`src/rtl/hazard_stall_controller.sv`:
```
// Pipeline sequencing controller: detects hazards the forwarding path cannot cover, freezes the pipe
// for SRAM accesses, flushes on taken branches and keeps saturating stall/flush counters.
module hazard_stall_controller #(
  parameter int unsigned MEM_LATENCY = 3,
  parameter int unsigned CNT_W       = 16
) (
  input  logic             clk,
  input  logic             rst,
  input  logic             forward_EN,
  input  logic [3:0]       src1,
  input  logic [3:0]       src2,
  input  logic             two_src,
  input  logic [3:0]       EXE_Dest,
  input  logic             EXE_WB_EN,
  input  logic             EXE_MEM_R_EN,
  input  logic [3:0]       MEM_Dest,
  input  logic             MEM_WB_EN,
  input  logic             mem_req,
  input  logic             branch_taken,
  output logic             freeze_all,
  output logic             freeze_front,
  output logic             bubble_EXE,
  output logic             flush,
  output logic             mem_busy,
  output logic [CNT_W-1:0] stall_cnt,
  output logic [CNT_W-1:0] flush_cnt
);

  // Wait counter holds MEM_LATENCY-1; never narrower than 2 bits.
  localparam int unsigned WAIT_W = (MEM_LATENCY < 4) ? 2 : $clog2(MEM_LATENCY);

  typedef enum logic {
    RUN  = 1'b0,
    WAIT = 1'b1
  } state_t;

  state_t            state_q, state_d;
  logic [WAIT_W-1:0] cnt_q, cnt_d;
  logic              match_exe, match_mem, hazard;

  // Source-register comparisons are literal; R0 is not special.
  always_comb begin
    match_exe = (src1 == EXE_Dest) || (two_src && (src2 == EXE_Dest));
    match_mem = (src1 == MEM_Dest) || (two_src && (src2 == MEM_Dest));
    if (forward_EN) begin
      hazard = EXE_WB_EN && EXE_MEM_R_EN && match_exe;
    end else begin
      hazard = (EXE_WB_EN && match_exe) || (MEM_WB_EN && match_mem);
    end
  end

  always_ff @(posedge clk) begin
    if (rst) begin
      state_q <= RUN;
      cnt_q   <= '0;
    end else begin
      state_q <= state_d;
      cnt_q   <= cnt_d;
    end
  end

  // Next state and combinational controls; freeze_all outranks flush, flush outranks the hazard stall.
  always_comb begin
    state_d      = state_q;
    cnt_d        = cnt_q;
    freeze_all   = 1'b0;
    freeze_front = 1'b0;
    bubble_EXE   = 1'b0;
    flush        = 1'b0;
    mem_busy     = 1'b0;
    unique case (state_q)
      RUN: begin
        if (mem_req) begin
          freeze_all = 1'b1;
          state_d    = WAIT;
          cnt_d      = WAIT_W'(MEM_LATENCY - 1);
        end
      end
      WAIT: begin
        mem_busy = 1'b1;
        if (cnt_q != '0) begin
          freeze_all = 1'b1;
          cnt_d      = cnt_q - WAIT_W'(1);
        end else begin
          state_d = RUN;
        end
      end
      default: begin
        state_d = RUN;
        cnt_d   = '0;
      end
    endcase
    flush        = !freeze_all && branch_taken;
    freeze_front = !freeze_all && !branch_taken && hazard;
    bubble_EXE   = freeze_front;
  end

  // Saturating event counters.
  always_ff @(posedge clk) begin
    if (rst) begin
      stall_cnt <= '0;
      flush_cnt <= '0;
    end else begin
      if ((freeze_all || freeze_front) && (stall_cnt != '1)) begin
        stall_cnt <= stall_cnt + CNT_W'(1);
      end
      if (flush && (flush_cnt != '1)) begin
        flush_cnt <= flush_cnt + CNT_W'(1);
      end
    end
  end

endmodule

```
`config.mk`:
```
export PLATFORM = sky130hd
export DESIGN_NAME = hazard_stall_controller
export DESIGN_NICKNAME = d
export VERILOG_FILES = /design/src/rtl/hazard_stall_controller.sv
export SDC_FILE = /design/constraint.sdc
export NUM_CORES = 1
export LEC_CHECK = 0
export ABC_AREA = 1
export BUFFER_PORTS_ARGS = -buffer_cell sky130_fd_sc_hd__buf_2
export CAP_MARGIN = 15
export CORE_UTILIZATION = 49
export CTS_BUF_LIST = sky130_fd_sc_hd__clkbuf_8
export CTS_CLUSTER_SIZE = 40
export DETAILED_ROUTE_END_ITERATION = 7
export MAX_ROUTING_LAYER = met4
export PLACE_DENSITY = 0.9
export SKIP_LAST_GASP = 1
export SYNTH_ARGS = -nofsm -noshare
export SYNTH_HDL_FRONTEND = slang
export SYNTH_SLANG_ARGS = --single-unit
```
`constraint.sdc`:
```
create_clock -name clk -period 1.8 [get_ports clk]
set_input_delay 0.36 -clock clk [delete_from_list [all_inputs] [get_ports clk]]
set_output_delay 0.36 -clock clk [all_outputs]
set_load 0.1 [all_outputs]
```
* Word-level counts from Yosys, hierarchy flattened
Index checks and enable logic that the tools add are counted.
Cells by class: reduce and logical (&&, ||, !) cells 19, add/sub/neg operators 3, bitwise logic cells 1, equality and inequality tests 8, multiplexer cells 8
Operator list (number):
- $add A16 B1 Y16 const B | 2
- $ne A16 B16 Y1 const B | 2
- $eq A4 B4 Y1 | 4
- $logic_and A1 B1 Y1 | 11
- $logic_or A1 B1 Y1 | 4
- $mux W1 | 4
- $mux W2 | 2
- $pmux W2 S2 | 1
- $logic_not A1 Y1 | 2
- $ne A2 B1 Y1 const B | 1
- $ne A2 B2 Y1 const B | 1
- $pmux W1 S2 | 1
- $reduce_and A2 Y1 | 1
- $reduce_bool A2 Y1 | 1
- $sub A2 B1 Y2 const B | 1
- $not A1 Y1 | 1
Word-level totals: register bits after elaboration 35, output and inout bits 37, word-level logic and storage cells 43

* Logic depth before layout (Yosys ltp)
depth after elaboration 9, depth in mapped cells 14, gate-level depth less buffers 13

* Worst setup path before layout
OpenSTA, ideal clock, no wires.
path type reg2reg, start reg state_q, end reg flush_cnt[12], clock period less this slack 4.356 ns, path slack -2.556 ns, arrival 4.237 ns, stages on the path, launching flop included 10, cell sequence dfxtp_1 -> inv_1 -> nand2_1 -> nand2_1 -> nor2_1 -> nand2_1 -> nor3_1 -> nand2_1 -> o21ai_0 -> nor2_1
On the way: longest elaborated chain between the ends 5
RTL lines:
- start: declaration | line 37 | state_t state_q, state_d;
- start signal: assignment | line 57 | state_q <= state_d;
- $not A1 Y1
- $pmux W1 S2 * | line 71 | unique case (state_q)
- named net freeze_all | line 20 | output logic freeze_all,
- $logic_not A1 Y1 * | line 93 | flush = !freeze_all && branch_taken;
- $logic_and A1 B1 Y1 * | line 93
- named net flush | line 23 | output logic flush,
- $logic_and A1 B1 Y1 * | line 107 | if (flush && (flush_cnt != '1)) begin
- end signal: assignment | line 108 | flush_cnt <= flush_cnt + CNT_W'(1);
- end: declaration | line 26 | output logic [CNT_W-1:0] flush_cnt
Mark *: on every way through the listed nets, which the timed path passes. The rest lies on a longest branch. A chain may end at the register's enable or synchronous reset.

* Worst setup path in the final report
start reg cnt_q[1], end out bubble_EXE
On the way: longest elaborated chain between the ends 6
RTL lines:
- start: declaration | line 38 | logic [WAIT_W-1:0] cnt_q, cnt_d;
- start signal: assignment | line 58 | cnt_q <= cnt_d;
- $reduce_bool A2 Y1 | line 81 | if (cnt_q != '0) begin
- $mux W1 | line 81
- $pmux W1 S2 | line 71
- $logic_not A1 Y1 | line 94 | freeze_front = !freeze_all && !branch_taken && hazard;
- $logic_and A1 B1 Y1 (2 in series) | line 94
- end: declaration | line 22 | output logic bubble_EXE,
No other way between the ends.

==> impl_metrics.toml <==
[floorplanning]
area_enclosed_by_the_die_boundary_mm2 = 0.00467
floorplan.die.width_um = 68.4
ios = 62
row_count = 23
initial_utilization_pct = 52.4
placeable_core_area_mm2 = 0.00412
die_outline_height_um = 68.4

[layout]
fraction_of_final_layout_cells_sized_beyond_drive_strength_1_pct = 36.5
fillCellCount = 291
finalInstanceArea_mm2 = 0.00303
final_nets = 435
final_cell_count_without_fillers = 458
areaGrowthSynthToFinish_pct = 40.4
diodes = 0

[placed_design]
post_dp_cell_area_mm2 = 0.00283
dpl.cell_count = 440
gp_congestion = 0.948
post-dp-hpwl_um = 4210
io_buffer_count = 61

[sta]
finalSetupTns_ns = -0.320
fin_ws_ns = -0.0975
fmaxAchievable_mhz = 527
slew_headroom_pct = 67.2
worst_clock_skew_ns = 0.00148
grt_setup_unrepaired = "yes"
post_route_fraction_of_the_period_consumed_by_the_critical_path_pct = 105
layout_min_cycle_time_ns = 1.90
report.final.hold_viol_count = 0
fin_worst_hold_slack_ns = 0.455
finalSetupViolCount = 6
report.final.slew_viol_count = 0
worst-slew-pin-transition_ns = 0.495

[drt]
postRouteAntennaNets = 0
detailedRoute.firstIterationViolations = 190
drt_wl_total_um = 6070
first_pass_iters = 4
route.vias.total = 2475
post_drt_via_cell_ratio = 5.40
drt-wirelength-per-cell_um = 13.3
detail_route.drc_violations = 0

[clock_tree]
clk_path_buf_depth = 2
tritoncts.num_buffers = 5
clock_insertion_delay_worst_skew_ns = 0.29
clock-sinks = 35
clk_transition_reported_paths_ns = 0.07
tritoncts = "done"
cts.root.buffer_cell = "clkbuf_8"
htree_num_levels = 2

[synthesis]
syn_nets = 358
synth_area_mm2 = 0.00216
synth_edf_count = 0
postSynthRegisterBits = 35
postSynthCellCount = 330
distinct_cell_type_count_of_the_synthesized_netlist = 30
postSynth.asyncResetShare_pct = 0
avgSynthCellArea_um2 = 6.54
yosys_warns = 0
synth.yosys.seq_area_share_pct = 32.5
postSynth.topFlopCell = "dfxtp_1"

[setup_path]
highest_cell_delay_on_the_worst_timing_path_ns = 0.35
rrSetupSlack_ns = -0.03
worst-endpoint-required_ns = 1.44
buffers_inverters_on_critical_path = 4
criticalPathCategory = "reg2out"
critical_path_peak_fanout = 2
family_with_the_most_delay_on_the_worst_path = "buffers and inverters"
timing.critical_path.cells = "inv_2 -> ha_4 -> nor2_4 -> inv_2 -> nand2_8 -> nor2_4 -> nand2_2 -> clkinvlp_4 -> buf_12"
worstSetupEndpointType = "primary output"
critPathLaunchType = "flip-flop"
worst_path_max_delay_cell = "dfxtp_2"
crit_path_arrival_time_ns = 1.54

[power_and_ir_drop]
power_density_mw_per_mm2 = 615
total_power_mw = 1.86
worst_ir_drop_vdd_v = 0.000468
leakagePower_nw = 1.41

[run]
max_cap_viol_count = 0

[global_routing]
grt_first_pass_wirelength_um = 9540
globalRoute.totalOverflow = 0
grt_pass1_vias = 2241
grtUsageTotal_pct = 28.3
grt_antenna_before_repair = 0
grt_start_max_net_pins = 24

[run_status]
status = "finished with violations"
violations = "setup timing"

[min_path]
worstHoldPathType = "in2reg"
-- final cells by class --
cell class | instances | area [um^2] | share of cell area [%]
multi-input cells | 251 | 1440 | 47.5
repair buffers | 79 | 538 | 17.8
clock buffers | 5 | 68.8 | 2.27
inverters | 35 | 143 | 4.71
flip-flops and latches | 35 | 763 | 25.2
well taps | 50 | 62.6 | 2.07
clock inverters | 3 | 15.0 | 0.496
-- cells by family after synthesis --
| logic type | after synthesis | synth area share (%) |
|---|---|---|
| XOR/XNOR | 23 | 9.34 |
| flip-flops | 35 | 32.5 |
| adder cells (fa/ha/maj) | 3 | 1.74 |
| AND/OR/NAND/NOR | 181 | 36.9 |
| AO/OA/AOI/OAI | 44 | 11.1 |
| buffers and inverters | 44 | 8.35 |
-- cells in the final DEF (no fill, tap or decap), types with 8 or more instances in the layout --
master and instances:
inv_1 29, a21oi_1 27, xnor2_1 8, nand2_1 90, nand3_1 26, buf_2 57, dfxtp_4 10, buf_4 15
xor2_1 15, dfxtp_2 20, nor2_1 31
-- flip-flops by register name (all words and copies together) (netlist names) --
register   cells
state_q        1
cnt_q          2
flush_cnt     16
stall_cnt     16
-- stage by stage --
| stage | setup WS, ns | utilization (%) |
|---|---|---|
| after detailed placement | -0.00928 | 68.7 |
| after global routing | -0.136 | 73.6 |
| final | -0.0975 | 73.6 |
| after floorplan | -0.497 | - |
| after CTS | -0.0855 | 71.9 |
| after global placement | 0.0513 | 68.7 |
-- worst paths after layout --
kind,start,to,depth (start not counted)
max,cnt_q[1],bubble_EXE,9
min,mem_req,cnt_q[1],4
max reg2reg,cnt_q[1],flush_cnt[10],12
min reg2reg,flush_cnt[0],flush_cnt[0],1
-- report_power, final --
| part | internal (mW) | switching (mW) | leakage (nW) |
|---|---|---|---|
| logic | 0.169 | 0.324 | 1.07 |
| registers | 0.788 | 0.0239 | 0.301 |
| clock network | 0.265 | 0.293 | 0.0477 |
| total | 1.22 | 0.641 | 1.41 |
-- synth_stat cells (3+ instances only) --
master	instances	area, um^2
nor4_1	4	25.0
nor2_1	35	131
nand2_1	95	357
a21oi_1	28	140
ha_1	3	37.5
xor2_1	15	131
clkbuf_1	4	15.0
xnor2_1	8	70.1
buf_2	3	15.0
o21ai_0	10	50.1
inv_1	35	131
nor3_1	8	40.0
dfxtp_1	35	701
nand3_1	27	135
-- routing by layer --
metal | global-route usage, % | routed length (um) | up-vias
met5 | - | 0 | -
met4 | 13.5 | 131 | 0
met3 | 5.33 | 409 | 15
met2 | 49.6 | 3150 | 100
met1 | 30.4 | 2380 | 1139
li1 | - | - | 1221
-- repair_timing --
| item | CTS | global route |
|---|---|---|
| buffers inserted | 4 | 6 |
| pin swaps | 3 | 4 |
| gates cloned | 0 | 0 |
| hold buffers | 0 | 0 |
| resized for setup | 8 | 4 |
| endpoints found under the setup margin | 3 | 6 |
-- tightest hold or removal path: cells and delay by family --
kind / cells / cell delay (ns)
AOI/OAI and AO/OA: 1 / 0.11
and+or+nand+nor: 2 / 0.14
buffers and inverters: 1 / 0.10
(Power assumes the default switching activity.)
